**src/rtl/trade_uart_tx_if.sv**
```systemverilog
// ---------------------------------------------------------------------------
// trade_uart_tx_if
// Groups the trade capture inputs and the UART/status outputs of
// trade_uart_tx so that they travel as one bundle.
//   master : trade source / observer (drives trades and halt, reads status)
//   slave  : trade_uart_tx itself
// Signals:
//   trade_valid           one-cycle strobe, one trade per high cycle
//   trade_price/best_bid/best_ask  8-bit trade fields sampled with trade_valid
//   halt                  blocks the start of new frames
//   uart_tx               serial line, idles high
//   busy                  high from a frame's start bit through its last stop bit
//   fifo_full             FIFO holds FIFO_DEPTH entries
//   drop_count            trades lost to a full FIFO, saturating at 255
// ---------------------------------------------------------------------------
interface trade_uart_tx_if;
  logic       trade_valid;
  logic [7:0] trade_price;
  logic [7:0] best_bid;
  logic [7:0] best_ask;
  logic       halt;
  logic       uart_tx;
  logic       busy;
  logic       fifo_full;
  logic [7:0] drop_count;

  modport master (
    output trade_valid, trade_price, best_bid, best_ask, halt,
    input  uart_tx, busy, fifo_full, drop_count
  );

  modport slave (
    input  trade_valid, trade_price, best_bid, best_ask, halt,
    output uart_tx, busy, fifo_full, drop_count
  );
endinterface

```
**src/rtl/trade_uart_tx.sv**
```systemverilog
// ---------------------------------------------------------------------------
// trade_uart_tx
// Captures every reported trade into a small FIFO tagged with an 8-bit
// sequence number and serialises each entry as a 5-byte 8N1 frame
// (0xA5, seq, price, bid, ask), LSB first.
// Ports:
//   clk    system clock
//   reset  synchronous, active-high reset
//   bus    trade_uart_tx_if.slave (trade inputs, halt, uart_tx, busy,
//          fifo_full, drop_count)
// ---------------------------------------------------------------------------
module trade_uart_tx #(
  parameter int CLKS_PER_BIT = 434,
  parameter int FIFO_DEPTH   = 8
) (
  input  logic           clk,
  input  logic           reset,
  trade_uart_tx_if.slave bus
);

  localparam int AW = $clog2(FIFO_DEPTH);
  localparam int TW = $clog2(CLKS_PER_BIT);
  localparam logic [TW-1:0] BIT_LAST = TW'(CLKS_PER_BIT - 1);
  localparam logic [AW:0]   DEPTH_C  = (AW + 1)'(FIFO_DEPTH);

  typedef enum logic [1:0] {
    IDLE  = 2'd0,
    START = 2'd1,
    DATA  = 2'd2,
    STOP  = 2'd3
  } state_t;

  // Byte idx of the frame: sync byte first, then seq, price, bid, ask.
  function automatic logic [7:0] frame_byte(input logic [31:0] frame, input logic [2:0] idx);
    logic [7:0] b;
    case (idx)
      3'd0:    b = 8'hA5;
      3'd1:    b = frame[31:24];
      3'd2:    b = frame[23:16];
      3'd3:    b = frame[15:8];
      3'd4:    b = frame[7:0];
      default: b = 8'hA5;
    endcase
    return b;
  endfunction

  logic [31:0]   mem_q [FIFO_DEPTH];
  logic [AW-1:0] wr_ptr_q, rd_ptr_q;
  logic [AW:0]   count_q, count_d;
  logic          full_q;
  logic [7:0]    seq_q, drop_q;
  logic          push_s, pop_s;

  state_t        state_q, state_d;
  logic [TW-1:0] timer_q, timer_d;
  logic [2:0]    bit_idx_q, bit_idx_d;
  logic [2:0]    byte_idx_q, byte_idx_d;
  logic [31:0]   frame_q, frame_d;
  logic          bit_done_s;
  logic [7:0]    cur_byte_s;
  logic          uart_tx_q, uart_tx_d;
  logic          busy_q, busy_d;

  // Fullness is the registered flag, so a pop in the same cycle cannot rescue a trade.
  assign push_s     = bus.trade_valid & ~full_q;
  assign bit_done_s = (timer_q == BIT_LAST);
  assign cur_byte_s = frame_byte(frame_q, byte_idx_q);

  // Occupancy update from push/pop; simultaneous push and pop cancel out.
  always_comb begin
    count_d = count_q;
    case ({push_s, pop_s})
      2'b10:   count_d = count_q + (AW + 1)'(1);
      2'b01:   count_d = count_q - (AW + 1)'(1);
      default: count_d = count_q;
    endcase
  end

  // FIFO pointers, occupancy, sequence counter and drop counter.
  always_ff @(posedge clk) begin
    if (reset) begin
      wr_ptr_q <= '0;
      rd_ptr_q <= '0;
      count_q  <= '0;
      full_q   <= 1'b0;
      seq_q    <= 8'd0;
      drop_q   <= 8'd0;
    end else begin
      if (push_s) wr_ptr_q <= wr_ptr_q + AW'(1);
      if (pop_s)  rd_ptr_q <= rd_ptr_q + AW'(1);
      count_q <= count_d;
      full_q  <= (count_d == DEPTH_C);
      if (bus.trade_valid) seq_q <= seq_q + 8'd1;
      if (bus.trade_valid && full_q && (drop_q != 8'hFF)) drop_q <= drop_q + 8'd1;
    end
  end

  // FIFO storage: entry is {seq before increment, price, bid, ask}.
  always_ff @(posedge clk) begin
    if (push_s && !reset) begin
      mem_q[wr_ptr_q] <= {seq_q, bus.trade_price, bus.best_bid, bus.best_ask};
    end
  end

  // Frame FSM next-state; halt is only looked at while IDLE.
  always_comb begin
    state_d    = state_q;
    timer_d    = timer_q;
    bit_idx_d  = bit_idx_q;
    byte_idx_d = byte_idx_q;
    frame_d    = frame_q;
    pop_s      = 1'b0;
    case (state_q)
      IDLE: begin
        if ((count_q != '0) && !bus.halt) begin
          pop_s      = 1'b1;
          frame_d    = mem_q[rd_ptr_q];
          byte_idx_d = 3'd0;
          bit_idx_d  = 3'd0;
          timer_d    = '0;
          state_d    = START;
        end else begin
          timer_d = '0;
        end
      end
      START: begin
        if (bit_done_s) begin
          timer_d   = '0;
          bit_idx_d = 3'd0;
          state_d   = DATA;
        end else begin
          timer_d = timer_q + TW'(1);
        end
      end
      DATA: begin
        if (bit_done_s) begin
          timer_d = '0;
          if (bit_idx_q == 3'd7) begin
            state_d = STOP;
          end else begin
            bit_idx_d = bit_idx_q + 3'd1;
          end
        end else begin
          timer_d = timer_q + TW'(1);
        end
      end
      STOP: begin
        if (bit_done_s) begin
          timer_d = '0;
          if (byte_idx_q < 3'd4) begin
            byte_idx_d = byte_idx_q + 3'd1;
            state_d    = START;
          end else begin
            state_d = IDLE;
          end
        end else begin
          timer_d = timer_q + TW'(1);
        end
      end
      default: state_d = IDLE;
    endcase
  end

  // Line level and busy follow the current state, registered one cycle later.
  always_comb begin
    busy_d = (state_q != IDLE);
    case (state_q)
      IDLE:    uart_tx_d = 1'b1;
      START:   uart_tx_d = 1'b0;
      DATA:    uart_tx_d = cur_byte_s[bit_idx_q];
      STOP:    uart_tx_d = 1'b1;
      default: uart_tx_d = 1'b1;
    endcase
  end

  // FSM state, timers, frame register and registered outputs.
  always_ff @(posedge clk) begin
    if (reset) begin
      state_q    <= IDLE;
      timer_q    <= '0;
      bit_idx_q  <= 3'd0;
      byte_idx_q <= 3'd0;
      frame_q    <= 32'd0;
      uart_tx_q  <= 1'b1;
      busy_q     <= 1'b0;
    end else begin
      state_q    <= state_d;
      timer_q    <= timer_d;
      bit_idx_q  <= bit_idx_d;
      byte_idx_q <= byte_idx_d;
      frame_q    <= frame_d;
      uart_tx_q  <= uart_tx_d;
      busy_q     <= busy_d;
    end
  end

  assign bus.uart_tx    = uart_tx_q;
  assign bus.busy       = busy_q;
  assign bus.fifo_full  = full_q;
  assign bus.drop_count = drop_q;

endmodule
```
**src/flat_wrapper.sv**
```systemverilog
// flat-port wrapper written by rule: the top's interface ports become plain ports
module trade_uart_tx_flat 
#(
  parameter int CLKS_PER_BIT = 434,
  parameter int FIFO_DEPTH   = 8
)
  (clk, reset, bus_trade_valid, bus_trade_price, bus_best_bid, bus_best_ask, bus_halt, bus_uart_tx, bus_busy, bus_fifo_full, bus_drop_count);
  trade_uart_tx_if bus_i ();
  input  logic clk;
  input  logic reset;
  input wire logic [$bits(bus_i.trade_valid)-1:0] bus_trade_valid;
  input wire logic [$bits(bus_i.trade_price)-1:0] bus_trade_price;
  input wire logic [$bits(bus_i.best_bid)-1:0] bus_best_bid;
  input wire logic [$bits(bus_i.best_ask)-1:0] bus_best_ask;
  input wire logic [$bits(bus_i.halt)-1:0] bus_halt;
  output wire logic [$bits(bus_i.uart_tx)-1:0] bus_uart_tx;
  output wire logic [$bits(bus_i.busy)-1:0] bus_busy;
  output wire logic [$bits(bus_i.fifo_full)-1:0] bus_fifo_full;
  output wire logic [$bits(bus_i.drop_count)-1:0] bus_drop_count;
  assign bus_i.trade_valid = bus_trade_valid;
  assign bus_i.trade_price = bus_trade_price;
  assign bus_i.best_bid = bus_best_bid;
  assign bus_i.best_ask = bus_best_ask;
  assign bus_i.halt = bus_halt;
  assign bus_uart_tx = bus_i.uart_tx;
  assign bus_busy = bus_i.busy;
  assign bus_fifo_full = bus_i.fifo_full;
  assign bus_drop_count = bus_i.drop_count;
  trade_uart_tx #(.CLKS_PER_BIT(CLKS_PER_BIT), .FIFO_DEPTH(FIFO_DEPTH)) u_core (.clk(clk), .reset(reset), .bus(bus_i));
endmodule
```
**config.mk**
```make
export PLATFORM = sky130hd
export DESIGN_NAME = trade_uart_tx_flat
export DESIGN_NICKNAME = d
export VERILOG_FILES = /design/src/rtl/trade_uart_tx_if.sv /design/src/rtl/trade_uart_tx.sv /design/src/flat_wrapper.sv
export SDC_FILE = /design/constraint.sdc
export NUM_CORES = 1
export LEC_CHECK = 0
export CAP_MARGIN = 20
export CORE_UTILIZATION = 50
export CTS_CLUSTER_SIZE = 16
export DETAILED_ROUTE_END_ITERATION = 10
export PLACE_DENSITY_LB_ADDON = 0.25
export SYNTH_ARGS = -nofsm -noshare
export SYNTH_HDL_FRONTEND = slang
export SYNTH_SLANG_ARGS = --single-unit
```
**constraint.sdc**
```tcl
create_clock -name clk -period 7.91 [get_ports clk]
set_clock_uncertainty 0.15 [all_clocks]
set_input_delay 1.1865 -clock clk [delete_from_list [all_inputs] [get_ports clk]]
set_output_delay 1.1865 -clock clk [all_outputs]
set_load 0.02 [all_outputs]
```
# Word level (Yosys, flattened, before mapping)
# Memory sizes are Yosys's and may differ from the RTL's. A register that Yosys moved wholly into a read port is not among the register bits.
# Cells that the tools add are included.
word_totals:
  register_bits: 46
  mem_bits_rw: 256
  memories: 1
op_classes:
  n_addsub: 9
  magnitude_cmp: 2
  eq_ne: 20
  mux: 26
  bitwise: 2
  reduce_logical: 17
memory_table:
  columns: ["name", "words", "width", "read_ports", "rd_clocked_by_memory_dff", "write_ports", "line", "rtl"]
  rows:
  - ["u_core.mem_q", 8, 32, 1, 1, 1, "trade_uart_tx.sv:47", "logic [31:0] mem_q [FIFO_DEPTH];"]
op_table:
  columns: ["op", "count"]
  rows:
  - ["$pmux W8 S4", 1]
  - ["$mux W3", 6]
  - ["$pmux W9 S2", 1]
  - ["$add A8 B1 Y8 const B", 2]
  - ["$add A3 B1 Y3 const B", 4]
  - ["$ne A2 B1 Y1 const B", 6]
  - ["$mux W2", 5]
  - ["$reduce_and A5 Y1", 2]
  - ["$add A9 B1 Y9 const B", 1]
  - ["$eq A9 B9 Y1 const B", 1]
  - ["$mux W9", 1]
  - ["$pmux W3 S3", 1]
  - ["$ne A8 B8 Y1 const B", 1]
  - ["$pmux W2 S4", 1]
  - ["$pmux W4 S2", 1]
  - ["$eq A2 B2 Y1 const B", 3]
  - ["$eq A3 B2 Y1 const B", 2]
  - ["$eq A3 B3 Y1 const B", 2]
  - ["$mux W1", 6]
  - ["$pmux W3 S2", 1]
  - ["$add A4 B1 Y4 const B", 1]
  - ["$eq A2 B1 Y1 const B", 2]
  - ["$eq A4 B4 Y1 const B", 1]
  - ["$logic_and A1 B1 Y1", 4]
  - ["other kinds (18)", 20]

# Longest topological paths before layout
depth:
  word_depth: 7
  ltp_mapped: 12
  mapped_depth_nobuf: 11

# Least setup slack after synthesis
# Ideal clock, no wire load.
synth_path:
  path_type: "input to register"
  from: "input port bus_trade_valid"
  to: "memory u_core.mem_q[4][0] (enable)"
  setup_time_ns: 0.513
  arrival_ns: 5.151
  t_required_ns: 7.247
  setup_slack_ns: 2.097
  cell_stages: 5
  path_buffers: 2
  cell_sequence: "buf_2 > nor2b_1 > buf_2 > nand2b_1 > nor4b_1"
synth_via:
  elab_chain_len: 4
synth_rtl:
  columns: ["item", "line", "rtl"]
  rows:
  - ["start, declared", "flat_wrapper.sv:11", "input wire logic [$bits(bus_i.trade_valid)-1:0] bus_trade_valid;"]
  - ["$and A1 B1 Y1", "trade_uart_tx.sv:65", "assign push_s = bus.trade_valid & ~full_q;"]
  - ["$logic_and A1 B1 Y1", "trade_uart_tx.sv:100", "if (push_s && !reset) begin"]
  - ["$mux W1", "trade_uart_tx.sv:100", null]
  - ["$mux W1 (implied by the code)", "trade_uart_tx.sv:101", "mem_q[wr_ptr_q] <= {seq_q, bus.trade_price, bus.best_bid, bus.best_ask};"]
  - ["end, declared", "trade_uart_tx.sv:47", null]
# Every way passes these cells.

# Final worst setup path
layout_path:
  from: "input port bus_trade_valid"
  to: "memory u_core.mem_q[5][10] (enable)"
# The elaborated chain is that of the path after synthesis.

==> impl_metrics.yaml <==
status:
  status: "completed"
worst_setup_path:
  max_stage_delay_ns: 0.67
  worstPathMaxFanout: 32
  cp-end-kind: "flip-flop"
  cp.buffers_inverters: 2
  crit_slowest_cell: "clkdlybuf4s50_1"
  crit_arrival_ns: 3.59
  crit_required_ns: 7.91
  cp-start-kind: "input port"
  cpLargestDelayFamily: "simple AND/OR/NAND/NOR gates"
  setup.worst_path.class: "in -> reg"
  cp_cell_sequence: "clkdlybuf4s50_1 > nor2b_1 > nand2_1 > nor4b_2 > buf_4"
drt:
  top_layer: "met4"
  drt-initial-drc-count: 564
  drc: 0
  wl_met3_mm: 1.16
  routed_wirelength_mm: 24.9
  wl_per_cell_um: 20.7
  first_pass_iters: 4
  m1WireLength_mm: 11.0
  ant_nets: 0
  wl_met2_mm: 12.3
  vias: 6959
  vias_per_cell: 5.78
power:
  vdd_drop_max_v: 0.000223
  power.density_nw_per_um2: 303
  leakage_nw: 4.73
finish:
  final_util_pct: 58.6
  multiInputGateArea_sq_um: 3800
  drive_gt1_share_pct: 17.7
  layout.nets: 888
  mostFrequentLayoutCell: "edfxtp_1"
  seqCellArea_sq_um: 9260
  fillers: 1930
  diodes: 0
  mostFrequentLayoutCells: "edfxtp_1, dfxtp_1, nor2_1"
  synthToLayoutAreaGrowth_pct: 15.2
timing:
  worst_pin_slew_ns: 0.971
  period_share_pct: 45.5
  final-hold-violation-count: 0
  fin_crit_ns: 3.60
  final-setup-viol-count: 0
  grt_setup_unrepaired: "false"
  fin_setup_tns_ns: 0
  slew_headroom_pct: 35.3
  slew_violations: 0
  fmax_ghz: 0.278
global_routing:
  grt_pass1_vias: 7065
  grt.total_usage_pct: 19.1
  grt_pass1_wl_mm: 38.9
  overflow: 0
  antenna_found_initial: 0
  grt_max_degree: 78
yosys:
  synth_edf_count: 256
  synthCells: 795
  ys_ff_latch: 334
  synth_area_leaders: "edfxtp_1, dfxtp_1, mux4_2"
  ys.warnings.count: 0
  synth_top_area_share_pct: 58.1
  async_flop_share_pct: 0
  synth_compound_gate_area_share_pct: 5.03
  synth_area_per_cell_sq_um: 16.6
  synth_area_leader_cell: "edfxtp_1"
  synth_area_sq_um: 13200
  synthMuxAreaShare_pct: 13.9
  synth_fp_nets: 842
  synth-simple-area-share_pct: 6.06
  synthAdderAreaFrac_pct: 1.80
  synth_top_family_by_area: "multiplexers"
  synth_xor_area_share_pct: 1.52
  ys_types: 48
  yosys_most_used_dff: "edfxtp_1"
  ys_seq_area_share_pct: 69.9
job:
  maxCapViolations: 0
die:
  dieArea_sq_um: 27100
  die_w_um: 165
  placementRows: 59
  core_sq_um: 26000
  ios: 39
  fp.dieH_um: 165
  initial_core_util_pct: 50.9
clocking:
  cts_hold_buf: 0
  cts_setup_buffers: 0
  cts.sink_count: 334
  cts.clk_slew.worst_paths_ns: 0.06
  root_buffer: "clkbuf_16"
  cts_buffers: 36
  cts_resized: 0
  cts_tree: "built"
  cts_max_level: 2
  clockBufferDepth: 3
  clock_latency_ns: 0.52
worst_hold_path:
  hp-class: "reg -> reg"
place:
  place_congestion: 0.826
  portBuffers: 38
  hpwlAfterDp_mm: 14.8
==> synth_stat cells (all sizes together) (8+ instances only) <==
cell / count
xnor2: 12
inv: 11
buf: 22
nand2: 28
edfxtp: 256
nand3: 14
mux4: 64
a21oi: 22
mux2i: 38
ha: 19
a211oi: 33
xor2: 11
a22oi: 8
dfxtp: 78
o21ai: 12
nor2: 71
clkbuf: 24
nor3: 9
==> state kept, by name (all words and copies together), names as in the netlist, 3 cells and up <==
| name | count |
|---|---|
| u_core.seq_q | 8 |
| u_core.bit_idx_q | 3 |
| u_core.bus.drop_count | 8 |
| u_core.mem_q | 256 |
| u_core.timer_q | 9 |
| u_core.byte_idx_q | 3 |
| u_core.wr_ptr_q | 3 |
| u_core.count_q | 4 |
| u_core.frame_q | 32 |
| u_core.rd_ptr_q | 3 |
==> cells by family (layout without fill, tap and decap cells) <==
kind of cell	count (synthesis)	after routing
compound gates	96	96
xor+xnor	23	23
fa+ha+maj	19	19
buf+inv	57	130
flops	334	334
mux	103	103
simple gates	163	163
==> metal layers <==
| metal | track usage [%] | vias to the layer above |
|---|---|---|
| li1 | - | 3228 |
| met1 | 26.0 | 3539 |
| met2 | 31.5 | 155 |
| met3 | 3.47 | 37 |
| met4 | 5.50 | 0 |
| met5 | 0 | - |
==> cell type report <==
cell class	count	share of cell area (%)
Sequential cell	334	60.7
Multi-Input combinational cell	404	24.9
Clock buffer	42	6.20
Timing Repair Buffer	54	3.44
Clock inverter	23	1.67
Tap cell	335	2.75
Inverter	11	0.271
==> through the flow <==
| stage | power (W) | worst slack, ns | hold slack [ns] | std cells | instance area, sq um |
|---|---|---|---|---|---|
| 2_1_floorplan | 0.00277 | 2.10 | 0.280 | 795 | 13200 |
| 3_3_place_gp | 0.00295 | 3.34 | 0.294 | 1135 | 14000 |
| 3_5_place_dp | 0.00298 | 3.25 | 0.310 | 1136 | 14000 |
| 4_1_cts | 0.00466 | 3.76 | 0.323 | 1201 | 15200 |
| 5_1_grt | 0.00481 | 4.11 | 0.366 | 1203 | 15200 |
| 6_report | 0.00461 | 4.31 | 0.322 | 1203 | 15200 |
==> power breakdown <==
group | switching (W) | internal, W | leakage, nW | total [W]
Clock | 0.000657 | 0.00102 | 0.575 | 0.00168
Combinational | 0.000421 | 0.000395 | 1.20 | 0.000816
Sequential | 0.000109 | 0.00201 | 2.96 | 0.00211
==> final timing paths <==
kind,startpoint,to,slack [ns],cells past startpoint
max,bus_trade_valid,u_core.mem_q[5][10]$_DFFE_PP_,4.31,5
min,u_core.timer_q[0]$_SDFF_PP0_,u_core.timer_q[0]$_SDFF_PP0_,0.32,1
max reg2reg,u_core.state_q[0]$_SDFFE_PP0P_,u_core.bus.fifo_full$_SDFF_PP0_,4.76,12
min reg2reg,u_core.timer_q[0]$_SDFF_PP0_,u_core.timer_q[0]$_SDFF_PP0_,0.32,1
Note: power is estimated with default switching activity, not from simulation.
